`config.mk`:
```
export PLATFORM = sky130hd
export DESIGN_NAME = reset_sequencer
export DESIGN_NICKNAME = d
export VERILOG_FILES = /design/src/rtl/reset_pkg.sv /design/src/rtl/reset_sequencer_sync_chain.sv /design/src/rtl/reset_sequencer.sv
export SDC_FILE = /design/constraint.sdc
export NUM_CORES = 1
export LEC_CHECK = 0
export ABC_CLOCK_PERIOD_IN_PS = 3600
export BUFFER_PORTS_ARGS = -buffer_cell sky130_fd_sc_hd__buf_2
export CORE_ASPECT_RATIO = 1.1
export CORE_MARGIN = 2
export CORE_UTILIZATION = 23
export CTS_CLUSTER_DIAMETER = 30
export DETAILED_ROUTE_END_ITERATION = 7
export PLACE_DENSITY_LB_ADDON = 0.3
export SLEW_MARGIN = 40
export SYNTH_ARGS = -nofsm -noshare
export SYNTH_HDL_FRONTEND = slang
export SYNTH_SLANG_ARGS = --single-unit
export TNS_END_PERCENT = 20
```
`constraint.sdc`:
```
create_clock -name clock -period 3.6 [get_ports clock]
set_input_delay 0.54 -clock clock [delete_from_list [all_inputs] [get_ports clock]]
set_output_delay 0.54 -clock clock [all_outputs]
set_load 0.01 [all_outputs]
```
`src/rtl/reset_pkg.sv`:
```
// ---------------------------------------------------------------------------
// reset_pkg
// Shared definitions for the reset sequencer: FSM state encoding, default
// timing constants and a small helper used to size the timing counter.
// ---------------------------------------------------------------------------
package reset_pkg;

    // HOLD : all domains in reset, waiting for a quiet period
    // STEP : domains being released one at a time
    // RUN  : every domain released
    typedef enum logic [1:0] {
        HOLD = 2'd0,
        STEP = 2'd1,
        RUN  = 2'd2
    } rstseq_state_t;

    localparam int RSTSEQ_SYNC_STAGES_DEF = 2;
    localparam int RSTSEQ_HOLD_DEF        = 16;
    localparam int RSTSEQ_STEP_DEF        = 8;
    localparam int RSTSEQ_NUM_DOM_DEF     = 3;

    // Saturation value of the optional request counter.
    localparam logic [7:0] RSTSEQ_COUNT_MAX = 8'hFF;

    function automatic int rstseq_max(input int a, input int b);
        return (a > b) ? a : b;
    endfunction

endpackage

```
`src/rtl/reset_sequencer_sync_chain.sv`:
```
// ---------------------------------------------------------------------------
// sync_chain
// Single-bit multi-flop synchroniser. All stages reset to 0, so a freshly
// reset chain reports "external reset active" until the input has been
// sampled high STAGES times.
//
// Ports:
//   clock  in  1  sampling clock
//   reset  in  1  synchronous active-high reset, clears every stage
//   d      in  1  asynchronous input
//   q      out 1  synchronised output (last stage)
// ---------------------------------------------------------------------------
module sync_chain #(
    parameter int STAGES = 2
) (
    input  logic clock,
    input  logic reset,
    input  logic d,
    output logic q
);

    logic [STAGES-1:0] sync_q;

    always_ff @(posedge clock) begin
        if (reset) begin
            sync_q <= '0;
        end else begin
            sync_q <= {sync_q[STAGES-2:0], d};
        end
    end

    assign q = sync_q[STAGES-1];

endmodule

```
`src/rtl/reset_sequencer.sv`:
```
// ---------------------------------------------------------------------------
// reset_sequencer
// Generates NUM_DOM active-low domain resets from an asynchronous external
// reset and a synchronous software request. The external reset is
// synchronised, any request is stretched to at least HOLD_CYCLES quiet
// cycles, then domains are released in index order every STEP_CYCLES cycles.
// Any new request re-asserts every domain at once.
//
// Optional feature macro: RSTSEQ_COUNT_EN adds rst_count, a saturating count
// of sequences aborted by a request after at least domain 0 was released.
//
// Ports:
//   clock         in  1        single clock, rising edge
//   reset         in  1        synchronous active-high block reset
//   ext_rstn      in  1        external reset, active low, asynchronous
//   sw_rst_req    in  1        software reset request, active high
//   dom_rstn      out NUM_DOM  per-domain reset, active low, registered
//   busy          out 1        high whenever not in RUN
//   all_released  out 1        high only in RUN
//   rst_count     out 8        (RSTSEQ_COUNT_EN only) request counter
// ---------------------------------------------------------------------------
module reset_sequencer
    import reset_pkg::*;
#(
    parameter int NUM_DOM     = RSTSEQ_NUM_DOM_DEF,
    parameter int SYNC_STAGES = RSTSEQ_SYNC_STAGES_DEF,
    parameter int HOLD_CYCLES = RSTSEQ_HOLD_DEF,
    parameter int STEP_CYCLES = RSTSEQ_STEP_DEF
) (
    input  logic               clock,
    input  logic               reset,
    input  logic               ext_rstn,
    input  logic               sw_rst_req,
    output logic [NUM_DOM-1:0] dom_rstn,
    output logic               busy,
    output logic               all_released
`ifdef RSTSEQ_COUNT_EN
    ,
    output logic [7:0]         rst_count
`endif
);

    localparam int CNT_W = $clog2(rstseq_max(HOLD_CYCLES, STEP_CYCLES)) + 1;
    localparam int IDX_W = (NUM_DOM > 1) ? $clog2(NUM_DOM) : 1;

    localparam logic [CNT_W-1:0] HOLD_LAST = CNT_W'(HOLD_CYCLES - 1);
    localparam logic [CNT_W-1:0] STEP_LAST = CNT_W'(STEP_CYCLES - 1);

    rstseq_state_t      state_q, state_d;
    logic [CNT_W-1:0]   cnt_q, cnt_d;
    logic [IDX_W-1:0]   idx_q, idx_d;
    logic [NUM_DOM-1:0] dom_q, dom_d;
    logic               busy_q, all_rel_q;

    logic ext_sync;
    logic req;
    int   nxt_idx;

    sync_chain #(
        .STAGES (SYNC_STAGES)
    ) u_sync (
        .clock (clock),
        .reset (reset),
        .d     (ext_rstn),
        .q     (ext_sync)
    );

    // A low synchronised external reset and a software request are treated
    // identically.
    assign req = ~ext_sync | sw_rst_req;

    always_comb begin
        state_d = state_q;
        cnt_d   = cnt_q;
        idx_d   = idx_q;
        dom_d   = dom_q;
        nxt_idx = int'(idx_q) + 1;

        case (state_q)
            HOLD: begin
                dom_d = '0;
                if (req) begin
                    cnt_d = '0;
                end else if (cnt_q == HOLD_LAST) begin
                    dom_d[0] = 1'b1;
                    cnt_d    = '0;
                    idx_d    = '0;
                    state_d  = (NUM_DOM == 1) ? RUN : STEP;
                end else begin
                    cnt_d = cnt_q + 1'b1;
                end
            end

            STEP: begin
                if (req) begin
                    // Request wins over a coincident release edge.
                    dom_d   = '0;
                    cnt_d   = '0;
                    state_d = HOLD;
                end else if (cnt_q == STEP_LAST) begin
                    // Index compared as int so the code elaborates even when
                    // NUM_DOM==1 and this branch is unreachable.
                    for (int i = 0; i < NUM_DOM; i++) begin
                        if (i == nxt_idx) begin
                            dom_d[i] = 1'b1;
                        end
                    end
                    idx_d = idx_q + 1'b1;
                    cnt_d = '0;
                    if (nxt_idx == NUM_DOM - 1) begin
                        state_d = RUN;
                    end
                end else begin
                    cnt_d = cnt_q + 1'b1;
                end
            end

            RUN: begin
                if (req) begin
                    dom_d   = '0;
                    cnt_d   = '0;
                    state_d = HOLD;
                end
            end

            default: begin
                dom_d   = '0;
                cnt_d   = '0;
                idx_d   = '0;
                state_d = HOLD;
            end
        endcase
    end

    always_ff @(posedge clock) begin
        if (reset) begin
            state_q   <= HOLD;
            cnt_q     <= '0;
            idx_q     <= '0;
            dom_q     <= '0;
            busy_q    <= 1'b1;
            all_rel_q <= 1'b0;
        end else begin
            state_q   <= state_d;
            cnt_q     <= cnt_d;
            idx_q     <= idx_d;
            dom_q     <= dom_d;
            // Registered from the next state so the flags move on the same
            // edge as the last release or the first re-assertion.
            busy_q    <= (state_d != RUN);
            all_rel_q <= (state_d == RUN);
        end
    end

    assign dom_rstn     = dom_q;
    assign busy         = busy_q;
    assign all_released = all_rel_q;

`ifdef RSTSEQ_COUNT_EN
    logic [7:0] count_q;
    logic       abort_evt;

    // Only requests that pull a released (STEP/RUN) sequence back to HOLD
    // are counted; requests while already holding are not.
    assign abort_evt = req && (state_q != HOLD);

    always_ff @(posedge clock) begin
        if (reset) begin
            count_q <= '0;
        end else if (abort_evt && (count_q != RSTSEQ_COUNT_MAX)) begin
            count_q <= count_q + 1'b1;
        end
    end

    assign rst_count = count_q;
`endif

endmodule

```
==> impl_metrics.py <==
metrics = {
    "run_status": {
        "run_status": "finished clean",
    },
    "power_and_ir_drop": {
        "powerDensity_mw_per_mm2": 354,
        "p_leak_nw": 0.313,
        "power_w": 0.000304,
        "peakVddDrop_uv": 180,
    },
    "floorplan": {
        "dieHeight_um": 64.0,
        "fp.coreArea_mm2": 0.00307,
        "rows": 21,
        "ios": 9,
        "dieWidth_um": 58.6,
        "initial_core_util_pct": 24.5,
        "die_area_mm2": 0.00375,
    },
    "setup_path": {
        "worstSetupStartpoint": "cnt_q[0]",
        "crit_type": "reg -> reg",
        "worstPathMaxFanout": 5,
        "worstPathRequired_ns": 3.82,
        "max_stage_delay_ns": 0.42,
        "crit_family": "compound AO/OA/AOI/OAI gates",
        "r2r-start": "cnt_q[0]",
        "cpMostUsedCell": "ha_1",
        "start_kind": "flop",
        "cp_slowest_cell": "a2111oi_4",
        "crit_buf_inv": 0,
        "path_cells": "ha_1 > and3_1 > ha_1 > nor2b_2 > a2111oi_4 > nand3_1 > a31oi_1",
        "cp-end-kind": "flop",
        "worst_ep_arrival_time_ns": 2.12,
    },
    "placed_design": {
        "numPortBuffers": 8,
        "dp_hpwl_um": 1020,
        "place.gp.congestion": 0.732,
    },
    "sta": {
        "fmax_mhz": 528,
        "slew_violations": 0,
        "hold_viol": 0,
        "fin_crit_ns": 1.89,
        "finalClockSkew_ns": 0.00689,
        "timing.setup.tns_ns": 0,
        "fin_crit_sh_pct": 52.6,
        "worst_pin_slew_ns": 0.390,
        "relSlewSlack_pct": 74.0,
        "rsz0062_at_grt": "no",
        "setup_viol": 0,
    },
    "synth": {
        "yosys.area_share.simple_pct": 21.8,
        "yosysUniqueCellTypes": 28,
        "synth_fp_nets": 91,
        "async_flop_share_pct": 0,
        "syn_inst": 82,
        "synth_mux_area_share_pct": 2.66,
        "syn_area_um2": 753,
        "synthAdderAreaFrac_pct": 8.31,
        "synth_compound_area_share_pct": 19.1,
        "synthFlopType": "dfxtp_1",
        "avgSynthCellArea_um2": 9.19,
        "synth_top_family_by_area": "simple AND/OR/NAND/NOR gates",
        "synth_warnings": 0,
        "synth_xor_area_share_pct": 0,
        "synth-edff-count": 0,
        "seq_area_frac_synth_pct": 42.5,
        "synth-seq-cells": 16,
    },
    "route": {
        "routed_wl_um": 1340,
        "viasPerCell": 4.53,
        "drtIter0Drc": 19,
        "drt_pass1_iterations": 4,
        "num_vias": 566,
        "ant_nets": 0,
        "drc": 0,
        "wl_per_cell_um": 10.8,
    },
    "clock_tree": {
        "cts_buffers": 3,
        "cts-hold-fix-buffers": 0,
        "clock_latency_ns": 0.29,
        "cts_setup_buffers": 0,
        "cts_sinks": 16,
        "path_clk_slew_ns": 0.10,
        "ctsHtreeMaxLevel": 1,
        "cts_root_buf": "clkbuf_4",
        "clockBufferDepth": 2,
        "ctsResizeCount": 0,
        "tritoncts": "built",
    },
    "cells_and_area": {
        "final_cell_mix": "dfxtp_1, nor2_1, inv_1, buf_2, a21oi_1",
        "final_common_cell": "dfxtp_1",
        "area_delta_synth_final_pct": 14.1,
        "antenna_cells": 0,
        "drive_above_1_share_pct": 18.7,
        "fin_nets": 101,
    },
    "global_route": {
        "grt-ovfl-total": 0,
        "antenna_found_initial": 0,
        "grt_pass1_vias": 572,
        "grt_usage_pct": 8.27,
        "grt_max_degree": 10,
        "grt_pass1_wl_um": 2390,
    },
    "min_path": {
        "hp-class": "reg -> reg",
        "holdCritStartpoint": "u_sync.sync_q[0]",
    },
    "run": {
        "cap_violations": 0,
    },
}
layout make-up:
type                       instances  area (um2)
timing repair buffer               8        40.0
clock buffer                       4        36.3
tap                               34        42.5
inverter                           8        30.0
fill                             329        2210
sequential                        16         320
multi-input combinational         55         390
Yosys cell counts (all sizes together), types with 3 or more instances:
cell type / instances / area, um2
a21oi: 6 / 30.0
a22oi: 3 / 22.5
dfxtp: 16 / 320
ha: 5 / 62.6
inv: 8 / 30.0
nand2: 5 / 18.8
nor2: 10 / 37.5
nor2b: 4 / 27.5
nor3: 3 / 15.0
final timing paths:
path	slack, ns	depth (start not counted)	end
min	0.45	1	u_sync.sync_q[1]
max	1.71	7	cnt_q[3]
max reg2reg	1.71	7	cnt_q[3]
min reg2reg	0.45	1	u_sync.sync_q[1]
report_power, final:
part / internal (W) / switching, W
logic: 0.00000334 / 0.00000421
registers: 0.000178 / 0.000000499
clock network: 0.0000615 / 0.0000565
sequential cells by signal, summed over array words and instances (netlist names):
signal	cells
cnt_q	5
dom_rstn	3
idx_q	2
state_q	2
u_sync.sync_q	2
all_released	1
busy	1
worst register-to-register path: stages, from the launching register on:
cell and delay (ns):
dfxtp_1 0.34, ha_1 0.24, and3_1 0.20, ha_1 0.17
nor2b_2 0.19, a2111oi_4 0.42, nand3_1 0.13, a31oi_1 0.13
per-layer routing:
metal / global-route usage, % / wire (um) / vias to the layer above
met5: 0 / 0 / -
met3: 2.02 / 33 / 2
li1: - / - / 301
met2: 12.9 / 593 / 5
met4: 4.36 / 13 / 0
met1: 10.3 / 703 / 258
metrics by stage:
stage / area (um2) / utilization, % / setup WS [ns] / std cells / hold WS, ns
floorplan: 753 / - / 1.85 / 82 / 0.414
global placement: 823 / 26.8 / 1.77 / 121 / 0.427
detailed placement: 823 / 26.8 / 1.73 / 121 / 0.430
CTS: 860 / 28.0 / 1.70 / 125 / 0.452
global route: 860 / 28.0 / 1.58 / 125 / 0.467
finish: 860 / 28.0 / 1.71 / 125 / 0.447
logic make-up after synthesis:
family | Yosys count
AND/OR/NAND/NOR | 31
adder cells (fa/ha/maj) | 5
flip-flops | 16
multiplexers | 2
buffers and inverters | 11
AO/OA/AOI/OAI | 17
(Power assumes the default switching activity.)
